$ cat config.mk
export PLATFORM = sky130hd
export DESIGN_NAME = fifo_wr_arb_flat
export DESIGN_NICKNAME = d
export VERILOG_FILES = /design/src/rtl/fifo_wr_arb_if.sv /design/src/rtl/fifo_wr_arb.sv /design/src/flat_wrapper.sv
export SDC_FILE = /design/constraint.sdc
export NUM_CORES = 1
export LEC_CHECK = 0
export CELL_PAD_IN_SITES_DETAIL_PLACEMENT = 1
export CELL_PAD_IN_SITES_GLOBAL_PLACEMENT = 1
export CORE_MARGIN = 10
export CORE_UTILIZATION = 23
export CTS_BUF_LIST = sky130_fd_sc_hd__clkbuf_4
export CTS_CLUSTER_SIZE = 25
export DETAILED_ROUTE_END_ITERATION = 7
export PLACE_DENSITY = 0.76
export SLEW_MARGIN = 20
export SYNTH_ARGS = -nofsm -noshare
export SYNTH_HDL_FRONTEND = slang
export SYNTH_SLANG_ARGS = --single-unit
$ cat constraint.sdc
create_clock -name w_clk -period 2.03 [get_ports w_clk]
set_input_delay 0.406 -clock w_clk [delete_from_list [all_inputs] [get_ports w_clk]]
set_output_delay 0.406 -clock w_clk [all_outputs]
set_load 0.005 [all_outputs]
$ cat src/rtl/fifo_wr_arb_if.sv
// Bundle between fifo_wr_arb, its requesters, its consumer and fifo_mem.
// slave is the controller side; master is the surrounding system.
interface fifo_wr_arb_if #(
   parameter int ADDR_SIZE = 4,
   parameter int DATA_SIZE = 8,
   parameter int NUM_REQ   = 4
);
   logic [NUM_REQ-1:0]           req_valid;
   logic [NUM_REQ*DATA_SIZE-1:0] req_data;
   logic [NUM_REQ-1:0]           req_ready;
   logic                         pop_valid;
   logic                         pop_ready;
   logic [DATA_SIZE-1:0]         pop_data;
   logic                         full;
   logic                         empty;
   logic [ADDR_SIZE:0]           count;
   logic                         mem_w_en;
   logic [ADDR_SIZE-1:0]         mem_w_addr;
   logic [DATA_SIZE-1:0]         mem_w_data;
   logic                         mem_w_full;
   logic [ADDR_SIZE-1:0]         mem_r_addr;
   logic [DATA_SIZE-1:0]         mem_r_data;

   modport slave (
      input  req_valid, req_data, pop_ready, mem_r_data,
      output req_ready, pop_valid, pop_data, full, empty, count,
      output mem_w_en, mem_w_addr, mem_w_data, mem_w_full, mem_r_addr
   );

   modport master (
      output req_valid, req_data, pop_ready, mem_r_data,
      input  req_ready, pop_valid, pop_data, full, empty, count,
      input  mem_w_en, mem_w_addr, mem_w_data, mem_w_full, mem_r_addr
   );
endinterface

$ cat src/rtl/fifo_wr_arb.sv
// FIFO controller: round-robin shared write port, single consumer read
// port, pointer/status ownership for an external fifo_mem.
module fifo_wr_arb #(
   parameter int ADDR_SIZE = 4,
   parameter int DATA_SIZE = 8,
   parameter int NUM_REQ   = 4
) (
   input  logic          w_clk,
   input  logic          w_rst,
   fifo_wr_arb_if.slave  bus
);
   localparam int IW = $clog2(NUM_REQ);

   logic [ADDR_SIZE:0]   wr_ptr;
   logic [ADDR_SIZE:0]   rd_ptr;
   logic [IW-1:0]        last_grant;
   logic                 full;
   logic                 empty;
   logic                 grant_vld;
   logic [IW-1:0]        grant_idx;
   logic [NUM_REQ-1:0]   grant_vec;
   logic                 push;
   logic                 pop;

   function automatic logic [IW-1:0] rr_idx(
      input logic [IW-1:0] base,
      input int            k
   );
      return IW'((int'(base) + k) % NUM_REQ);
   endfunction

   assign full  = (wr_ptr[ADDR_SIZE] != rd_ptr[ADDR_SIZE]) &&
                  (wr_ptr[ADDR_SIZE-1:0] == rd_ptr[ADDR_SIZE-1:0]);
   assign empty = (wr_ptr == rd_ptr);

   // Round-robin scan starting just after the last winner; no grant
   // while full or while reset is held so nothing is accepted then.
   always_comb begin
      grant_vld = 1'b0;
      grant_idx = '0;
      if (!full && !w_rst) begin
         for (int k = 1; k <= NUM_REQ; k++) begin
            if (!grant_vld && bus.req_valid[rr_idx(last_grant, k)]) begin
               grant_vld = 1'b1;
               grant_idx = rr_idx(last_grant, k);
            end
         end
      end
   end

   // One-hot expansion of the winning index.
   always_comb begin
      grant_vec = '0;
      if (grant_vld) begin
         grant_vec[grant_idx] = 1'b1;
      end
   end

   assign push = grant_vld;
   assign pop  = !empty && bus.pop_ready && !w_rst;

   assign bus.req_ready  = grant_vec;
   assign bus.mem_w_en   = grant_vld;
   assign bus.mem_w_data = grant_vld ?
                           bus.req_data[grant_idx*DATA_SIZE +: DATA_SIZE] :
                           '0;
   assign bus.mem_w_addr = wr_ptr[ADDR_SIZE-1:0];
   assign bus.mem_w_full = full;
   assign bus.mem_r_addr = rd_ptr[ADDR_SIZE-1:0];
   assign bus.pop_valid  = !empty;
   assign bus.pop_data   = bus.mem_r_data;
   assign bus.full       = full;
   assign bus.empty      = empty;
   assign bus.count      = wr_ptr - rd_ptr;

   // Pointer and arbitration-history update on accepted push/pop.
   always_ff @(posedge w_clk or posedge w_rst) begin
      if (w_rst) begin
         wr_ptr     <= '0;
         rd_ptr     <= '0;
         last_grant <= IW'(NUM_REQ - 1);
      end else begin
         if (push) begin
            wr_ptr     <= wr_ptr + 1'b1;
            last_grant <= grant_idx;
         end
         if (pop) begin
            rd_ptr <= rd_ptr + 1'b1;
         end
      end
   end
endmodule

$ cat src/flat_wrapper.sv
// flat-port wrapper written by rule: the top's interface ports become plain ports
module fifo_wr_arb_flat 
#(
   parameter int ADDR_SIZE = 4,
   parameter int DATA_SIZE = 8,
   parameter int NUM_REQ   = 4
)
  (w_clk, w_rst, bus_req_valid, bus_req_data, bus_pop_ready, bus_mem_r_data, bus_req_ready, bus_pop_valid, bus_pop_data, bus_full, bus_empty, bus_count, bus_mem_w_en, bus_mem_w_addr, bus_mem_w_data, bus_mem_w_full, bus_mem_r_addr);
  fifo_wr_arb_if #(.ADDR_SIZE(ADDR_SIZE), .DATA_SIZE(DATA_SIZE), .NUM_REQ(NUM_REQ)) bus_i ();
  input  logic w_clk;
  input  logic w_rst;
  input wire logic [$bits(bus_i.req_valid)-1:0] bus_req_valid;
  input wire logic [$bits(bus_i.req_data)-1:0] bus_req_data;
  input wire logic [$bits(bus_i.pop_ready)-1:0] bus_pop_ready;
  input wire logic [$bits(bus_i.mem_r_data)-1:0] bus_mem_r_data;
  output wire logic [$bits(bus_i.req_ready)-1:0] bus_req_ready;
  output wire logic [$bits(bus_i.pop_valid)-1:0] bus_pop_valid;
  output wire logic [$bits(bus_i.pop_data)-1:0] bus_pop_data;
  output wire logic [$bits(bus_i.full)-1:0] bus_full;
  output wire logic [$bits(bus_i.empty)-1:0] bus_empty;
  output wire logic [$bits(bus_i.count)-1:0] bus_count;
  output wire logic [$bits(bus_i.mem_w_en)-1:0] bus_mem_w_en;
  output wire logic [$bits(bus_i.mem_w_addr)-1:0] bus_mem_w_addr;
  output wire logic [$bits(bus_i.mem_w_data)-1:0] bus_mem_w_data;
  output wire logic [$bits(bus_i.mem_w_full)-1:0] bus_mem_w_full;
  output wire logic [$bits(bus_i.mem_r_addr)-1:0] bus_mem_r_addr;
  assign bus_i.req_valid = bus_req_valid;
  assign bus_i.req_data = bus_req_data;
  assign bus_i.pop_ready = bus_pop_ready;
  assign bus_i.mem_r_data = bus_mem_r_data;
  assign bus_req_ready = bus_i.req_ready;
  assign bus_pop_valid = bus_i.pop_valid;
  assign bus_pop_data = bus_i.pop_data;
  assign bus_full = bus_i.full;
  assign bus_empty = bus_i.empty;
  assign bus_count = bus_i.count;
  assign bus_mem_w_en = bus_i.mem_w_en;
  assign bus_mem_w_addr = bus_i.mem_w_addr;
  assign bus_mem_w_data = bus_i.mem_w_data;
  assign bus_mem_w_full = bus_i.mem_w_full;
  assign bus_mem_r_addr = bus_i.mem_r_addr;
  fifo_wr_arb #(.ADDR_SIZE(ADDR_SIZE), .DATA_SIZE(DATA_SIZE), .NUM_REQ(NUM_REQ)) u_core (.w_clk(w_clk), .w_rst(w_rst), .bus(bus_i));
endmodule
==> impl_metrics.tcl <==
set metrics [dict create \
    synth.top_cell.area_share 0.200 \
    ant_nets 0 \
    synth.area.top_cells "dfrtp_1 20%, mux2i_1 13%, buf_4 11%" \
    fin_crit_ns 2.46 \
    finalWorstSetupSlack_ns -0.433 \
    slew_headroom 0.785 \
    grt_pass1_wl_um 8180 \
    violations "setup timing" \
    required_ns 1.62 \
    setup_viol 20 \
    dpl.cell_count 286 \
    synth-seq-cells 12 \
    dpl_cell_area_sq_um 2140 \
    stdcell_count 302 \
    synthTopCellsByCount "18 x buf_4, 16 x mux2i_1, 15 x inv_1, 11 x xnor2_1, 10 x dfrtp_1" \
    grt_util_met1 0.118 \
    insertion_delay_ns 0.28 \
    numPortBuffers 68 \
    crit_path_frequent_cell "buf_6" \
    path_max_fanout 5 \
    cts_buffers 3 \
    grt_max_degree 13 \
    grt_usage 0.116 \
    netlist_area_sq_um 1250 \
    die_w_um 93.8 \
    place_congestion 0.787 \
    slowest_delay_ns 0.43 \
    drtIter0Drc 28 \
    fin_skew_ns 0.00370 \
    core_region_area_sq_um 5200 \
    hold_violations 0 \
    drv_cap 0 \
    fill_cells 614 \
    clock.fmax_ghz 0.406 \
    max_slew.worst_pin.slew_ns 0.322 \
    synth.most_common_cell "buf_4" \
    path_clk_slew_ns 0.08 \
    yosysSeqAreaShare 0.242 \
    path_class "flop to primary output" \
    busiest_layer "met2" \
    tritoncts "yes" \
    grt_pass1_vias 1589 \
    clock_sinks 12 \
    syn-num-nets 191 \
    die-area_sq_um 8800 \
    rsz0062_at_grt "yes" \
    num-nets-final 287 \
    path_delay_family "buffers and inverters" \
    fin_tns_setup_ns -5.50 \
    peakVddDrop_mv 0.521 \
    cts_hold_buf 0 \
    wire_per_inst_um 17.1 \
    drt-total-wl_um 5170 \
    antenna_found_initial 0 \
    synth_cell_types 34 \
    drc_errors 0 \
    syn_inst 137 \
    ctsHtreeMaxLevel 1 \
    avgSynthCellArea_sq_um 9.15 \
    period_share 1.21 \
    initial_core_util 0.241 \
    worstPathCellList "ha_4 > nand4_1 > o21a_2 > o311ai_4 > buf_6 > buf_6 > o22ai_2 > buf_2" \
    min_path_type "input port to async pin" \
    status "complete, but fails checks" \
    diodes 0 \
    row_count 26 \
    use_met2 0.208 \
    viasPerCell 4.52 \
    pwr_density_cell_nw_per_um2 1580 \
    critPathArrivalTime_ns 2.06 \
    cp-end-kind "primary output" \
    globalRouteOverflowTotal 0 \
    io_pins 85 \
    fp.dieH_um 93.8 \
    crit_slowest_cell "dfrtp_1" \
    final_area_sq_um 2420 \
    use_met3 0.0416 \
    synth_top_area_cell "dfrtp_1" \
    dp_slack_ns -0.991 \
    clk_path_buf_depth 2 \
    drive_gt1_frac 0.470 \
    synthFlopType "dfrtp_1" \
    startpoint_type "flop" \
    ys_warn_count 0 \
    vias 1364 \
    root_buffer "clkbuf_4" \
    power_mw 3.83 \
    final-max-slew-violation-count 0 \
    first_pass_iters 2 \
    area_growth_syn_to_layout_pct 92.9 \
    p_leak_nw 1.08 \
    worstPathBufferInverterCount 3 \
    synthArstFlopShare 1.00 \
    dpl.hpwl_um 3970 \
    synth_edf_count 0 \
]
## metrics by stage
stage	utilization	hold WS (ns)
floorplan	-	0.278
global placement	0.411	0.544
detailed placement	0.411	0.561
CTS	0.447	0.491
global route	0.465	0.531
finish	0.465	0.486
## tightest hold or removal path, stage by stage
cell and delay (ns):
clkdlybuf4s50_1 0.42, inv_1 0.09, buf_4 0.21
## per-layer routing
layer | vias to the layer above | share of wire
li1 | 654 | -
met1 | 646 | 0.38
met2 | 53 | 0.51
met3 | 11 | 0.082
met4 | 0 | 0.019
met5 | - | 0
## final timing paths
check | start | endpoint | slack, ns | depth (start not counted)
worst max-delay path | u_core.wr_ptr[2]$_DFFE_PP0P_ | bus_mem_w_data[1] | -0.43 | 8
worst min-delay path | w_rst | u_core.wr_ptr[4]$_DFFE_PP0P_ | 0.49 | 3
worst max register to register | u_core.rd_ptr[2]$_DFFE_PP0P_ | u_core.wr_ptr[4]$_DFFE_PP0P_ | -0.04 | 10
worst min register to register | u_core.last_grant[0]$_DFFE_PP1P_ | u_core.last_grant[0]$_DFFE_PP1P_ | 0.57 | 2
max in group asynchronous | w_rst | u_core.last_grant[0]$_DFFE_PP1P_ | 1.31 | 3
min in group w_clk | u_core.last_grant[0]$_DFFE_PP1P_ | u_core.last_grant[0]$_DFFE_PP1P_ | 0.57 | 2
## where the power goes
| group | switching [mW] | internal, mW |
|---|---|---|
| Clock | 0.0880 | 0.0715 |
| Sequential | 0.125 | 0.376 |
| Combinational | 1.35 | 1.82 |
## registers in the layout (all words and copies together), names as in the netlist
name and count:
u_core.rd_ptr 5, u_core.wr_ptr 5, u_core.last_grant 2
## area by class of cell
class / instances / area (sq um) / share of cell area
timing repair buffer: 113 / 1010 / 0.418
multi-input combinational: 88 / 935 / 0.386
sequential: 12 / 303 / 0.125
tap: 70 / 87.6 / 0.0362
inverter: 15 / 56.3 / 0.0233
clock buffer: 3 / 22.5 / 0.00931
clock inverter: 1 / 3.75 / 0.00155
## cell families (layout without fill, tap and decap cells)
kind of cell | after synthesis | in the layout | synth area share
and+or+nand+nor | 26 | 26 | 0.131
DFF | 12 | 12 | 0.242
xor gates and xnor gates | 13 | 13 | 0.0908
AOI/OAI and AO/OA | 26 | 26 | 0.160
adders and majority gates | 7 | 7 | 0.0758
buffers and inverters | 37 | 132 | 0.174
muxes | 16 | 16 | 0.128
## repair_timing
action / in CTS / in global routing
buffers inserted: 9 / 3
cloned: 1 / 0
endpoints found under the setup margin: 22 / 29
gates resized for setup: 119 / 18
pin swaps: 20 / 6
endpoints found under the hold margin: 0 / 0
## layout by cell type (no fill, tap or decap), types with 3 or more instances in the layout
master,synthesis,layout
clkdlybuf4s50_1,0,43
buf_4,18,31
buf_6,1,16
buf_2,2,15
mux2i_1,16,13
inv_1,15,12
dfrtp_1,10,10
xnor2_1,11,9
o22ai_2,0,7
nand4_1,5,5
nand2_1,5,5
a21oi_2,1,4
ha_4,0,4
dlygate4sd2_1,0,4
nor2_1,5,3
o21ai_0,3,3
inv_2,0,3
mux2i_2,0,3
clkbuf_4,0,3
Note: power is estimated with default switching activity, not from simulation.
